$ cat config.mk
export PLATFORM = sky130hd
export DESIGN_NAME = display_digits_de0
export DESIGN_NICKNAME = d
export VERILOG_FILES = /design/src/rtl/display_de0_pkg.sv /design/src/rtl/seg7_font_de0.sv /design/src/rtl/display_digits_de0.sv
export SDC_FILE = /design/constraint.sdc
export NUM_CORES = 1
export LEC_CHECK = 0
export ABC_AREA = 1
export CORE_ASPECT_RATIO = 1.5
export CORE_UTILIZATION = 40
export CTS_BUF_LIST = sky130_fd_sc_hd__clkbuf_16
export DETAILED_ROUTE_END_ITERATION = 7
export DONT_BUFFER_PORTS = 1
export GPL_ROUTABILITY_DRIVEN = 0
export PLACE_DENSITY = 0.63
export SETUP_SLACK_MARGIN = 0.3
export SYNTH_ARGS = -nofsm -noshare
export SYNTH_HDL_FRONTEND = slang
export SYNTH_SLANG_ARGS = --single-unit
$ cat constraint.sdc
create_clock -name clk -period 4.4 [get_ports clk]
set_clock_uncertainty 0.1 [all_clocks]
set_input_delay 1.1 -clock clk [delete_from_list [all_inputs] [get_ports clk]]
set_output_delay 1.1 -clock clk [all_outputs]
set_load 0.005 [all_outputs]
$ cat src/rtl/display_de0_pkg.sv
// Shared constants and the canonical seven-segment font for the DE0 digit driver.
// Segment encodings are active-high: bit 0 = a ... bit 6 = g.
package display_de0_pkg;

  localparam int unsigned SEG_W    = 7;
  localparam int unsigned NIB_W    = 4;
  localparam int unsigned DIGIT_W  = 8;

  localparam int unsigned SEG_A    = 0;
  localparam int unsigned SEG_B    = 1;
  localparam int unsigned SEG_C    = 2;
  localparam int unsigned SEG_D    = 3;
  localparam int unsigned SEG_E    = 4;
  localparam int unsigned SEG_F    = 5;
  localparam int unsigned SEG_G    = 6;
  localparam int unsigned DP_BIT   = 7;

  // One display with every segment and the dp dark, active-high form.
  localparam logic [DIGIT_W-1:0] SEG_OFF = 8'h00;

  function automatic logic [SEG_W-1:0] seg7_font(input logic [NIB_W-1:0] nib);
    logic [SEG_W-1:0] s;
    s = 7'h00;
    case (nib)
      4'h0: s = 7'h3F;
      4'h1: s = 7'h06;
      4'h2: s = 7'h5B;
      4'h3: s = 7'h4F;
      4'h4: s = 7'h66;
      4'h5: s = 7'h6D;
      4'h6: s = 7'h7D;
      4'h7: s = 7'h07;
      4'h8: s = 7'h7F;
      4'h9: s = 7'h6F;
      4'hA: s = 7'h77;
      4'hB: s = 7'h7C;
      4'hC: s = 7'h39;
      4'hD: s = 7'h5E;
      4'hE: s = 7'h79;
      default: s = 7'h71;
    endcase
    return s;
  endfunction

endpackage

$ cat src/rtl/seg7_font_de0.sv
// Combinational hexadecimal nibble to active-high segment decoder.
module seg7_font_de0
  import display_de0_pkg::*;
(
  input  logic [NIB_W-1:0] nibble_i,
  output logic [SEG_W-1:0] seg_c_o
);

  always_comb begin
    seg_c_o = seg7_font(nibble_i);
  end

endmodule

$ cat src/rtl/display_digits_de0.sv
// Registered static seven-segment driver: digit store with load/shift-in,
// leading-zero blanking, per-digit dp and blink, and a registered hex output.
module display_digits_de0
  import display_de0_pkg::*;
#(
  parameter int unsigned N_DIGITS   = 4,
  parameter int unsigned BLINK_DIV  = 25_000_000,
  parameter bit          ACTIVE_LOW = 1'b1
) (
  input  logic                      clk,
  input  logic                      reset,
  input  logic                      load,
  input  logic [NIB_W*N_DIGITS-1:0] value,
  input  logic [N_DIGITS-1:0]       dp,
  input  logic                      push,
  input  logic [NIB_W-1:0]          push_nibble,
  input  logic                      clear,
  input  logic                      lz_blank,
  input  logic [N_DIGITS-1:0]       blink_mask,
  output logic [DIGIT_W*N_DIGITS-1:0] hex
);

  localparam int unsigned DW    = NIB_W * N_DIGITS;
  localparam int unsigned HW    = DIGIT_W * N_DIGITS;
  localparam int unsigned CNT_W = $clog2(BLINK_DIV + 1);
  localparam logic [HW-1:0] HEX_OFF = ACTIVE_LOW ? {HW{1'b1}} : {HW{1'b0}};

  logic [DW-1:0]       digit_q, digit_d;
  logic [N_DIGITS-1:0] dp_q, dp_d;
  logic [N_DIGITS-1:0] valid_q, valid_d;
  logic                lz_q;
  logic [N_DIGITS-1:0] mask_q;
  logic [CNT_W-1:0]    cnt_q, cnt_d;
  logic                phase_q, phase_d;
  logic [HW-1:0]       hex_q, hex_d;

  logic [N_DIGITS-1:0][SEG_W-1:0] seg_c;
  logic [N_DIGITS-1:0]            lz_hidden_c;
  logic                           zero_run_c;
  logic                           shown_c;
  logic [DIGIT_W-1:0]             digit_byte_c;

  // Digit store update, clear > load > push.
  always_comb begin
    digit_d = digit_q;
    dp_d    = dp_q;
    valid_d = valid_q;
    if (clear) begin
      digit_d = '0;
      dp_d    = '0;
      valid_d = '0;
    end else if (load) begin
      digit_d = value;
      dp_d    = dp;
      valid_d = '1;
    end else if (push) begin
      digit_d = (digit_q << NIB_W) | DW'(push_nibble);
      dp_d    = dp_q << 1;
      valid_d = (valid_q << 1) | N_DIGITS'(1);
    end
  end

  // Free-running blink divider; phase flips on each wrap.
  always_comb begin
    cnt_d   = cnt_q + CNT_W'(1);
    phase_d = phase_q;
    if (cnt_q == CNT_W'(BLINK_DIV - 1)) begin
      cnt_d   = '0;
      phase_d = ~phase_q;
    end
  end

  for (genvar g = 0; g < N_DIGITS; g++) begin : g_font
    seg7_font_de0 u_font (
      .nibble_i (digit_q[g*NIB_W +: NIB_W]),
      .seg_c_o  (seg_c[g])
    );
  end

  // Zero run scanned from the MSD down; invalid digits count as zero.
  always_comb begin
    lz_hidden_c = '0;
    zero_run_c  = 1'b1;
    for (int i = int'(N_DIGITS) - 1; i >= 0; i--) begin
      zero_run_c = zero_run_c &
                   ((digit_q[i*NIB_W +: NIB_W] == 4'h0) | ~valid_q[i]);
      lz_hidden_c[i] = lz_q & zero_run_c & (i != 0);
    end
  end

  always_comb begin
    hex_d        = '0;
    shown_c      = 1'b0;
    digit_byte_c = SEG_OFF;
    for (int i = 0; i < int'(N_DIGITS); i++) begin
      shown_c      = valid_q[i] & ~lz_hidden_c[i] & ~(phase_q & mask_q[i]);
      digit_byte_c = shown_c ? {dp_q[i], seg_c[i]} : SEG_OFF;
      hex_d[i*DIGIT_W +: DIGIT_W] = ACTIVE_LOW ? ~digit_byte_c : digit_byte_c;
    end
  end

  always_ff @(posedge clk) begin
    if (reset) begin
      digit_q <= '0;
      dp_q    <= '0;
      valid_q <= '0;
      lz_q    <= 1'b0;
      mask_q  <= '0;
      cnt_q   <= '0;
      phase_q <= 1'b0;
      hex_q   <= HEX_OFF;
    end else begin
      digit_q <= digit_d;
      dp_q    <= dp_d;
      valid_q <= valid_d;
      lz_q    <= lz_blank;
      mask_q  <= blink_mask;
      cnt_q   <= cnt_d;
      phase_q <= phase_d;
      hex_q   <= hex_d;
    end
  end

  assign hex = hex_q;

endmodule
-- Word level (Yosys, flattened, before mapping)
Memories as Yosys holds them, arrays and structs flattened. A register that Yosys moved wholly into a read port is not among the register bits.
Index checks and enable logic that the tools add are counted.
- $add $sub $neg: 1
- equal/unequal tests: 1
- multiplexer cells: 18
- bitwise gates (word level): 35
- reduce and logical (&&, ||, !) cells: 6
- operators by type and width (kind ; number):
    4-bit 2-to-1 mux ; 12
    16-bit 2-to-1 mux ; 2
    8-bit 2-to-1 mux ; 4
    8-bit NOT ; 4
    25-bit by 1-bit adder with 25-bit output (second input constant) ; 1
    25-bit equality test (second input constant) ; 1
    1-bit AND ; 16
    16-bit by 4-bit OR with 16-bit output ; 1
    4-bit logical NOT ; 3
    1-bit NOT ; 11
    2-bit OR reduction ; 2
    1-bit OR ; 3
    2-bit nonzero test ; 1
- flip-flop bits (word level): 87
- memory bits (read-only): 448
- bits of input ports: 34
- output and inout bits: 32
- memories: 4
- memories (memory ; depth ; width ; rd ports ; clocked after Yosys merged registers in ; write ports ; RTL line ; text):
    (no name shown) ; 16 ; 7 ; 1 ; 1 ; 0 ; display_de0_pkg.sv:24 ; case (nib)
    (no name shown) ; 16 ; 7 ; 1 ; 1 ; 0 ; display_de0_pkg.sv:24 ;
    (no name shown) ; 16 ; 7 ; 1 ; 1 ; 0 ; display_de0_pkg.sv:24 ;
    (no name shown) ; 16 ; 7 ; 1 ; 1 ; 0 ; display_de0_pkg.sv:24 ;

-- Depth between registers and ports, before layout
- depth in word-level cells: 10
- depth in mapped cells: 14
- mapped depth without buffers: 12

-- Cells and area by module
A second synthesis with hierarchy kept.
- cell total of the unflattened synthesis: 692
- area total of the unflattened synthesis: 4679.5 um2
- modules (own cells, without submodules) (module ; times used ; cells each ; area each (um2)):
    display_digits_de0 ; 1 ; 484 ; 3598.5
    seg7_font_de0 ; 4 ; 52 ; 270.3

-- Worst setup path before layout
OpenSTA, ideal clock, no wires.
- path kind: in2reg
- from: in reset
- to: reg g_font[1].u_font.seg_c_o[3] (netlist name)
- arrival: 2.409 ns
- data required time: 4.187 ns
- setup slack: 1.778 ns
- cell stages on the path: 10
- path buffers: 3
- path through: buf_6 nor2_8 buf_4 buf_4 nand2_1 ha_1 inv_1 nand3_1 nand3_1 nand2_1
- longest elaborated chain between the ends: 2
- ends and longest elaborated chain (item ; RTL line ; text):
    start, declared ; display_digits_de0.sv:11 ; input logic reset,
    2-bit OR reduction (no line) ; - ;
    4-bit 2-to-1 mux (no line) ; - ;
No other way between the ends.
A chain may end at the register's enable or synchronous reset.

-- Worst setup path after layout
- from: in push
- to: reg g_font[1].u_font.seg_c_o[5] (netlist name)
- longest elaborated chain between the ends: 3
- ends and longest elaborated chain (item ; RTL line ; text):
    start, declared ; display_digits_de0.sv:15 ; input logic push,
    2-bit nonzero test (no line) ; - ;
    4-bit 2-to-1 mux (no line) (2 in a row) ; - ;
No other way between the ends.

==> implementation parameters <==
Parameter                              Value

Placement
  Number of port buffers    0
  Half-perimeter wire length of the detailed placement result    8.52 mm
  Post-placement setup slack    1.29 ns

Synth
  Syn Nets    758
  Number of distinct standard cells referenced by the synthesized netlist    34
  Mean post-synth cell area    7.51 um^2
  Primary flip-flop cell chosen by synthesis mapping    dfxtp_1
  Yosys reg bits    115
  Share of synthesized area occupied by flip-flops and latches    0.441
  Post-synth EDFFs    0
  Post-synthesis instance area    0.00522 mm^2
  Cell count after synthesis    695
  Synthesis warning total    0
  Proportion of synthesized flip-flops having asynchronous set or reset    0

Floorplan
  Die Span Y    142 um
  Area of the placeable core    0.0126 mm^2
  Chip width    95.3 um
  Boundary Pins    66
  Starting density of the core    0.415
  # rows    50
  Die Area    0.0135 mm^2

Route
  Final routed wire length divided by cell count    13.0 um
  Via count of the routed design    4,257
  Total iterations of the first detailed-routing run    4
  Final routed DRC violation total    0
  1st-iter DRT viols    173
  Detail Route Antenna Nets    0
  Wirelength, routed    11.3 mm
  Vias per Instance    4.89

Power
  Share of power burned in registers    0.418
  Fraction of power spent switching nets    0.233
  Logic pwr share    0.052
  Power density over the cells    446 mW/mm^2
  Internal Power    2020 uW
  Maximum vdd drop    0.176 mV
  Power spent charging and discharging nets    615 uW
  Static leakage    0.00263 uW
  Clock network power share    0.530

Setup path
  Delay contributed by the slowest stage of the critical path    0.66 ns
  Beginning of the worst register-to-register path    cnt_q[0]$_SDFF_PP0_
  Required time at the worst-slack endpoint    4.60 ns
  Endpoint kind of the worst setup timing path    register
  Critical path type    in2reg
  Worst EP arrival    2.88 ns
  Slowest stage cell on the critical path    nor2_2
  Crit path launch type    primary input
  Crit Path Max Fanout    23
  Crit path cell chain    nor2_2 > nand2_1 > nand3_1 > nand2_1 > inv_1 > ha_1 > nand3_1 > nand3_1 > nand2_1
  Startpoint of the most critical setup path    push

STA
  Sum Neg Setup Slack    0 ns
  WHS    0.271 ns
  Number of hold-slack violations in the final timing report    0
  Highest attainable clock frequency    373 MHz
  Max-slew headroom at the worst pin    0.329
  Max Transition Viols Final    0
  Pin slew with the least headroom to its limit    1.00 ns
  Shortest period the worst path allows    2.68 ns
  Number of endpoints failing setup at the final stage    0
  Final worst path period share    0.610
  Worst path setup slack after routing    1.72 ns
  RSZ-0062 raised after global routing    no

Global route
  Pin count of the biggest net entering global routing    44
  All-layer global routing usage    0.181
  Vias in the first global route    4,155
  Total global routing overflow    0
  Wire length of the first global-routing pass    18.9 mm
  Number of antenna violations at the first check in global routing    0

Clock tree
  Buffer levels on the longest clock path    2
  Number of clock buffers inserted by TritonCTS    17
  Clock tree from TritonCTS    built
  Post-CTS setup buffer count    0
  CTS resizes    0
  H-tree Lvls    4
  Hold bufs inserted after CTS    0
  CTS Sinks    115
  Clock transition time at the flip-flop clock pins of the worst setup and hold paths    0.06 ns
  Buffer cell driving the clock tree root    clkbuf_16
  Clock Latency Late Sink    0.41 ns

Layout
  Number of diodes added for antenna fixing    0
  Post-synthesis to final-layout area growth    13.2%
  Most frequent cells in the layout    249 x nand2_1, 115 x dfxtp_1, 69 x nand3_1
  Final net count    764
  Most frequent standard cell in the layout excluding fill and tap cells    nand2_1
  Ratio of cells with drive above 1 in the final layout    0.0966

Job
  Number of maximum-capacitance violations    0

Hold path
  Worst Hold Launch    g_font[3].u_font.seg_c_o[5]$_DFF_P_
  Worst hold path class    reg2reg

Status
  Status    finished clean
==> synth_stat cells, types with 5 or more instances <==
| library cell | instances | area share |
|---|---|---|
| buf_6 | 6 | 0.013 |
| xor2_1 | 6 | 0.010 |
| nand3_1 | 69 | 0.066 |
| ha_1 | 29 | 0.069 |
| nand3b_1 | 11 | 0.016 |
| a21oi_1 | 16 | 0.015 |
| inv_1 | 58 | 0.042 |
| nor2_2 | 5 | 0.0060 |
| nor2_1 | 59 | 0.042 |
| nand2_1 | 249 | 0.18 |
| xnor2_1 | 5 | 0.0084 |
| nand4_1 | 10 | 0.012 |
| nand2_4 | 5 | 0.011 |
| dfxtp_1 | 115 | 0.44 |
| inv_2 | 10 | 0.0072 |
| nand2_2 | 6 | 0.0072 |
| nand3_2 | 8 | 0.015 |
==> power groups by stage <==
stage | registers, uW | clock network, uW | logic, uW
4_1_cts | 1100 | 1420 | 139
5_1_grt | 1110 | 1470 | 159
3_5_place_dp | 1130 | 0 | 138
2_1_floorplan | 1120 | 0 | 121
3_3_place_gp | 1130 | 0 | 135
6_report | 1100 | 1400 | 138
==> logic make-up (layout without fill, tap and decap cells) <==
kind of cell             Yosys count  count (layout)  share of synthesized area
AND/OR/NAND/NOR                  430             430                      0.370
flip-flops                       115             115                      0.441
buffers and inverters             83             102                     0.0724
adder cells (fa/ha/maj)           29              29                     0.0695
AO/OA/AOI/OAI                     27              27                     0.0290
XOR/XNOR                          11              11                     0.0184
==> final timing paths <==
| check | to | slack, ns | depth (start not counted) |
|---|---|---|---|
| max | g_font[1].u_font.seg_c_o[5]$_DFF_P_ | 1.72 | 9 |
| min | hex[29]$_SDFF_PP1_ | 0.27 | 1 |
| max reg2reg | cnt_q[16]$_SDFF_PP0_ | 2.59 | 8 |
| min reg2reg | hex[29]$_SDFF_PP1_ | 0.27 | 1 |
==> sequential cells by signal, summed over array words and instances, names as in the netlist, 4 cells and up <==
| register | flops |
|---|---|
| hex | 32 |
| digit_q | 16 |
| cnt_q | 25 |
| mask_q | 4 |
| g_font.u_font.seg_c_o | 28 |
| dp_q | 4 |
| valid_q | 4 |
==> critical path, delay by kind of cell <==
kind                     cells  cell delay (ns)
buffers and inverters        1             0.18
AND/OR/NAND/NOR              7             1.40
adder cells (fa/ha/maj)      1             0.21
==> cell type report <==
class	count	area, um^2
Tap cell	156	195
Clock buffer	17	425
Multi-Input combinational cell	497	2540
Clock inverter	15	184
Inverter	70	265
Sequential cell	115	2300
Fill cell	1240	6660
==> stage by stage <==
step / cell area (um^2) / util / std cells / total power (uW)
finish: 5910 / 0.470 / 870 / 2640
global route: 5910 / 0.470 / 870 / 2740
CTS: 5910 / 0.470 / 870 / 2660
detailed placement: 5310 / 0.422 / 838 / 1260
global placement: 5310 / 0.422 / 838 / 1260
floorplan: 5220 / - / 695 / 1240
==> routing by layer <==
layer  track usage  routed length, um
met1         0.190               4500
met3        0.0502                495
met5             0                  0
met2         0.323               6060
met4        0.0877                258
(Power assumes the default switching activity.)
